**src/rtl/cpu_types_pkg.sv**
```systemverilog
// Shared CPU datapath types: ALU word, operation encoding and the registered
// ALU response record used by the arbiter's response slots.
package cpu_types_pkg;

    typedef logic [31:0] word_t;

    typedef enum logic [3:0] {
        ALU_SLL,
        ALU_SRL,
        ALU_SRA,
        ALU_ADD,
        ALU_SUB,
        ALU_AND,
        ALU_OR,
        ALU_XOR,
        ALU_NOR,
        ALU_SLT,
        ALU_SLTU
    } aluop_t;

    // Operation presented to the ALU when nobody owns it this cycle.
    localparam aluop_t ALU_IDLE_OP = ALU_ADD;

    typedef struct packed {
        word_t result;
        logic  zero;
        logic  negative;
        logic  overflow;
    } alu_rsp_t;

endpackage

```
**src/rtl/alu_rsp_slot.sv**
```systemverilog
// One registered ALU response with valid/ready hold: loaded on grant, cleared
// when the consumer takes it, data frozen while it waits.
module alu_rsp_slot
    import cpu_types_pkg::*;
(
    input  logic     CLK,
    input  logic     nRST,
    input  logic     load,
    input  alu_rsp_t din,
    input  logic     rsp_ready,
    output logic     free,
    output logic     rsp_valid,
    output alu_rsp_t rsp
);

    // A full slot being drained this cycle can take a new result without a bubble.
    assign free = !rsp_valid || rsp_ready;

    always_ff @(posedge CLK or negedge nRST) begin
        if (!nRST) begin
            rsp_valid <= 1'b0;
            rsp       <= '0;
        end else if (load) begin
            rsp_valid <= 1'b1;
            rsp       <= din;
        end else if (rsp_ready) begin
            rsp_valid <= 1'b0;
        end
    end

endmodule

```
**src/rtl/alu_arbiter.sv**
```systemverilog
// Shares one combinational ALU between the execute stage (req0, priority) and
// a secondary unit (req1) whose wait is bounded by a starvation counter.
module alu_arbiter
    import cpu_types_pkg::*;
#(
    parameter int STARVE_MAX = 4
) (
    input  logic   CLK,
    input  logic   nRST,
    input  logic   req0_valid,
    input  aluop_t req0_op,
    input  word_t  req0_a,
    input  word_t  req0_b,
    output logic   req0_ready,
    input  logic   req1_valid,
    input  aluop_t req1_op,
    input  word_t  req1_a,
    input  word_t  req1_b,
    output logic   req1_ready,
    output logic   rsp0_valid,
    output word_t  rsp0_result,
    output logic   rsp0_zero,
    output logic   rsp0_negative,
    output logic   rsp0_overflow,
    input  logic   rsp0_ready,
    output logic   rsp1_valid,
    output word_t  rsp1_result,
    output logic   rsp1_zero,
    output logic   rsp1_negative,
    output logic   rsp1_overflow,
    input  logic   rsp1_ready,
    output aluop_t alu_op,
    output word_t  alu_a,
    output word_t  alu_b,
    input  word_t  alu_out,
    input  logic   alu_zero,
    input  logic   alu_negative,
    input  logic   alu_overflow
);

    localparam logic [3:0] STARVE_LIM = 4'(STARVE_MAX);

    logic       free0, free1;
    logic       elig0, elig1;
    logic       grant0, grant1;
    logic [3:0] starve_cnt;
    alu_rsp_t   alu_rsp, rsp0, rsp1;

    assign alu_rsp.result   = alu_out;
    assign alu_rsp.zero     = alu_zero;
    assign alu_rsp.negative = alu_negative;
    assign alu_rsp.overflow = alu_overflow;

    assign elig0  = req0_valid && free0;
    assign elig1  = req1_valid && free1;
    // req1 wins on its own, or under contention once it has lost STARVE_MAX times.
    assign grant1 = elig1 && (!elig0 || starve_cnt == STARVE_LIM);
    assign grant0 = elig0 && !grant1;

    assign req0_ready = grant0;
    assign req1_ready = grant1;

    always_comb begin
        alu_op = ALU_IDLE_OP;
        alu_a  = '0;
        alu_b  = '0;
        if (grant0) begin
            alu_op = req0_op;
            alu_a  = req0_a;
            alu_b  = req0_b;
        end else if (grant1) begin
            alu_op = req1_op;
            alu_a  = req1_a;
            alu_b  = req1_b;
        end
    end

    always_ff @(posedge CLK or negedge nRST) begin
        if (!nRST) begin
            starve_cnt <= '0;
        end else if (!req1_valid || grant1) begin
            starve_cnt <= '0;
        end else if (elig1 && starve_cnt != STARVE_LIM) begin
            starve_cnt <= starve_cnt + 4'd1;
        end
    end

    alu_rsp_slot u_slot0 (
        .CLK       (CLK),
        .nRST      (nRST),
        .load      (grant0),
        .din       (alu_rsp),
        .rsp_ready (rsp0_ready),
        .free      (free0),
        .rsp_valid (rsp0_valid),
        .rsp       (rsp0)
    );

    alu_rsp_slot u_slot1 (
        .CLK       (CLK),
        .nRST      (nRST),
        .load      (grant1),
        .din       (alu_rsp),
        .rsp_ready (rsp1_ready),
        .free      (free1),
        .rsp_valid (rsp1_valid),
        .rsp       (rsp1)
    );

    assign rsp0_result   = rsp0.result;
    assign rsp0_zero     = rsp0.zero;
    assign rsp0_negative = rsp0.negative;
    assign rsp0_overflow = rsp0.overflow;
    assign rsp1_result   = rsp1.result;
    assign rsp1_zero     = rsp1.zero;
    assign rsp1_negative = rsp1.negative;
    assign rsp1_overflow = rsp1.overflow;

endmodule

```
**config.mk**
```make
export PLATFORM = sky130hd
export DESIGN_NAME = alu_arbiter
export DESIGN_NICKNAME = d
export VERILOG_FILES = /design/src/rtl/cpu_types_pkg.sv /design/src/rtl/alu_rsp_slot.sv /design/src/rtl/alu_arbiter.sv
export SDC_FILE = /design/constraint.sdc
export NUM_CORES = 1
export LEC_CHECK = 0
export ABC_CLOCK_PERIOD_IN_PS = 2080
export BUFFER_PORTS_ARGS = -buffer_cell sky130_fd_sc_hd__buf_2
export CORE_AREA = 2 2 122 124
export DETAILED_ROUTE_END_ITERATION = 12
export DIE_AREA = 0 0 124 126
export PLACE_DENSITY_LB_ADDON = 0.3
export RECOVER_POWER = 25
export REMOVE_ABC_BUFFERS = 1
export SYNTH_ARGS = -nofsm -noshare
export SYNTH_HDL_FRONTEND = slang
export SYNTH_HIERARCHICAL = 1
export SYNTH_SLANG_ARGS = --single-unit
export TNS_END_PERCENT = 10
```
**constraint.sdc**
```tcl
create_clock -name CLK -period 2.08 [get_ports CLK]
set_input_delay 0.312 -clock CLK [delete_from_list [all_inputs] [get_ports CLK]]
set_output_delay 0.312 -clock CLK [all_outputs]
set_load 0.05 [all_outputs]
```
==> impl_summary.md <==
Floorplanning
The standard cell core area is approximately 14,000 um^2. The initial utilization of the core area, before any placement, comes to 0.2767. The die covers 15,620 um^2. The floorplan step set the die height to 126 um.

The total number of placement rows is 44. The horizontal extent of the die is 124 um. The number of top-level pins is 319.

Critical path
Walking the worst path, the cells encountered are inv_2, ha_4, nand3b_4, o21a_4, buf_16, a22o_1, buf_6. Data on the critical path is required at its endpoint by 1.77 ns. The family with the most delay on the worst path is compound AO/OA/AOI/OAI gates. The critical path is of the reg -> out type.

The worst setup path is launched from a register. Of all nets on the critical path, the largest fanout is 25. For flop-to-flop paths, the worst setup slack is 0.16 ns.

The slowest stage of the critical path is the dfrtp_1 cell. The worst setup path is captured at an output port. Data arrives at the worst endpoint at 1.97 ns. The buffers plus inverters on the worst setup path is 3.

For this run, the slowest stage of the critical path takes 0.39 ns.

Cells and area
At the end of the flow, the number of nets in the layout was about 780. At the end of the flow the core is filled with cells to 0.4719. In the layout the commonest cells are buf_2 (247), dfrtp_1 (76), buf_6 (60). In the final layout, the share of cells above drive strength 1 is 0.7231. The library cell used most frequently in the layout, excluding fill and tap cells, is buf_2. The layout overhead on the synthesized area is 70.53%. The filler cells instantiated in the layout total 1,348. The finished layout cell area is roughly 6800 um^2.

Placed design
The worst setup slack before clock tree synthesis is -0.04928 ns. The final RePlAce weighted congestion is 0.9222. Summed over all nets, the half-perimeter wirelength after detailed placement is 12.08 mm. The total of buffers placed on input and output ports is 318. The placed instances occupy a cell area of 5863 um^2.

Global routing
The maximum number of pins on one net before global-route repair is between 40 and 50. The total routing resource utilization after global routing is 0.2043. The first global-routing pass estimated 23.74 mm of wire. The number of antenna violations at the first check in global routing is 4. The total congestion overflow is 0.

The via count of the first global-routing pass was ~4,100.

Routing
The average wire per cell in the routed design is about 20 um. The residual antenna-violating net count after detailed routing is 0. The first detailed-routing pass ran for 4 iterations.

The total wire length after detailed routing is about 16 mm. The first-iteration detailed-routing DRC count is 133. The routed via count is 3,769.

For this run, design rule violations remaining after detail routing come to 0. After detailed routing, the number of vias per cell comes to between 4 and 5.

Timing
The worst clock skew is between 0.006 and 0.007 ns. At the pin with the least slew margin, the transition time is 0.7338 ns. In the finished design, the share of the clock period the worst path needs comes to 1.099. The number of slew-limit violations in the final report is 0. The final critical-path required period is 2.286 ns. The maximum clock frequency is ~440 MHz.

The count of endpoints failing hold in the final timing report is 0. Setup repair after global routing could not meet its margin everywhere. The worst setup margin is -0.2064 ns. In the final timing run, aggregate negative setup slack is -11.19 ns. Measured against its own limit, the worst slew margin works out to 0.5108. The final setup violation count is 68.

Power
Power spread over the standard cell area amounts to 957.0 nW/um^2. The leakage power is 3.505 nW. The worst ir drop on vdd is 0.3423 mV.

Clock tree
The root buffer cell is clkbuf_16. Clock tree synthesis found a total of 76 sinks. The insertion delay to the later sink of the worst-skew pair is 0.33 ns. The total CTS buffers is 9. The clock tree buffer depth is 2. The H-tree depth is 3. The CTS tree is done. The clock-pin transition on the worst setup and hold timing paths is 0.06 ns.

Synthesis
Synthesis handed over a netlist of 274 instances. The number of enable-type register cells in the synthesized netlist is 0. The async set or reset register ratio after synthesis is 1.000.

The most used flip-flop cell after synthesis is dfrtp_1. The number of library cell types mapped by synthesis is 27. Of the post-synthesis cell area, the dominant cell type holds 0.4801.

For this run, the register share of the synthesized area comes to 0.4801. The post-synthesis instance area is 3961 um^2. The largest area contributor in the netlist is dfrtp_1.

In this run, synthesis produced a sequential element count of 76. For this run, the number of Yosys warnings is 6. Ranked by total cell area, the synthesized netlist is headed by dfrtp_1 (48%), mux2_4 (22%), a22o_1 (15%).

The average cell area after synthesis is 14.46 um^2.

Job
Across the run, the number of max-cap violations was 0.

Run status
The checks that failed: negative setup slack. The flow ran to the end, but the final reports show violations.

Worst hold path
The type of the most critical hold path is in -> reg.
## cell families (layout without fill, tap and decap cells)
kind of cell / count (synthesis) / after routing / share of synthesized area
compound gates: 76 / 76 / 0.1639
fa+ha+maj: 2 / 2 / 0.006316
buf+inv: 33 / 362 / 0.06759
flops: 76 / 76 / 0.4801
mux: 70 / 70 / 0.2539
other cells: 0 / 3 / 0
simple gates: 17 / 17 / 0.02811
## worst register-to-register path: stages (launching register included)
cell,delay [ns]
dfrtp_1,0.39
inv_2,0.08
ha_4,0.15
nand3b_4,0.11
a21oi_4,0.16
buf_4,0.14
buf_12,0.18
buf_12,0.22
mux2_2,0.37
## worst paths after layout
kind / start / to / cells past startpoint
min reg2reg: u_slot0/rsp[5]$_DFFE_PN0P_ / u_slot0/rsp[5]$_DFFE_PN0P_ / 1
min: alu_out[24] / u_slot0/rsp[27]$_DFFE_PN0P_ / 2
min in group asynchronous: nRST / u_slot1/rsp[26]$_DFFE_PN0P_ / 2
max in group asynchronous: nRST / u_slot0/rsp[3]$_DFFE_PN0P_ / 3
max reg2reg: starve_cnt[0]$_DFFE_PN0P_ / u_slot1/rsp[0]$_DFFE_PN0P_ / 8
max: starve_cnt[0]$_DFFE_PN0P_ / alu_b[6] / 7
## Yosys cell counts (2+ instances only)
master    instances
nand2b_1          4
mux2_2           12
nand4b_1          2
buf_2            10
nand2_1           4
buf_12            6
a22oi_1           2
mux2_4           58
ha_1              2
buf_6             4
a21oi_1           2
inv_1             8
dfrtp_1          76
a22o_1           66
nand3_1           3
clkbuf_1          4
## per-layer routing
metal	global-route usage	wire length, um
met1	0.2433	6146
met5	0	0
met2	0.3345	8119
met4	0.06940	308
met3	0.08016	1489
## state kept, by name, indices dropped and copies added, names as in the netlist
name,flops
u_slot1/rsp,35
starve_cnt,4
u_slot0/rsp,35
u_slot0/rsp_valid,1
u_slot1/rsp_valid,1
## stage by stage
step | power (mW) | cells | hold slack [ns]
finish | 6.464 | 790 | 0.2281
detailed placement | 4.728 | 763 | 0.2704
CTS | 6.511 | 786 | 0.2167
floorplan | 3.907 | 249 | 0.01641
global placement | 4.703 | 763 | 0.2596
global route | 6.722 | 789 | 0.2231
## power by group
part	switching (mW)	total, mW	internal (mW)
clock network	0.558	1.51	0.954
registers	0.140	1.87	1.73
logic	1.98	3.08	1.10
total	2.68	6.46	3.78
## timing repair
action / in CTS / in global routing
gates cloned: 3 / 0
setup endpoints to repair: 70 / 70
endpoints found under the hold margin: 28 / 0
hold buffers: 1 / 0
setup buffers: 4 / 1
gates resized for setup: 138 / 5
pin swaps: 46 / 18
## final cells by class
cell class	count	area, um^2	area share
clock buffers	13	250.2	0.03704
multi-input cells	165	1893	0.2802
repair buffers	339	2407	0.3564
clock inverters	2	35.03	0.005186
flip-flops and latches	76	1902	0.2815
inverters	8	30.03	0.004445
diodes	3	7.507	0.001111
well taps	184	230.2	0.03408
(Power assumes the default switching activity.)
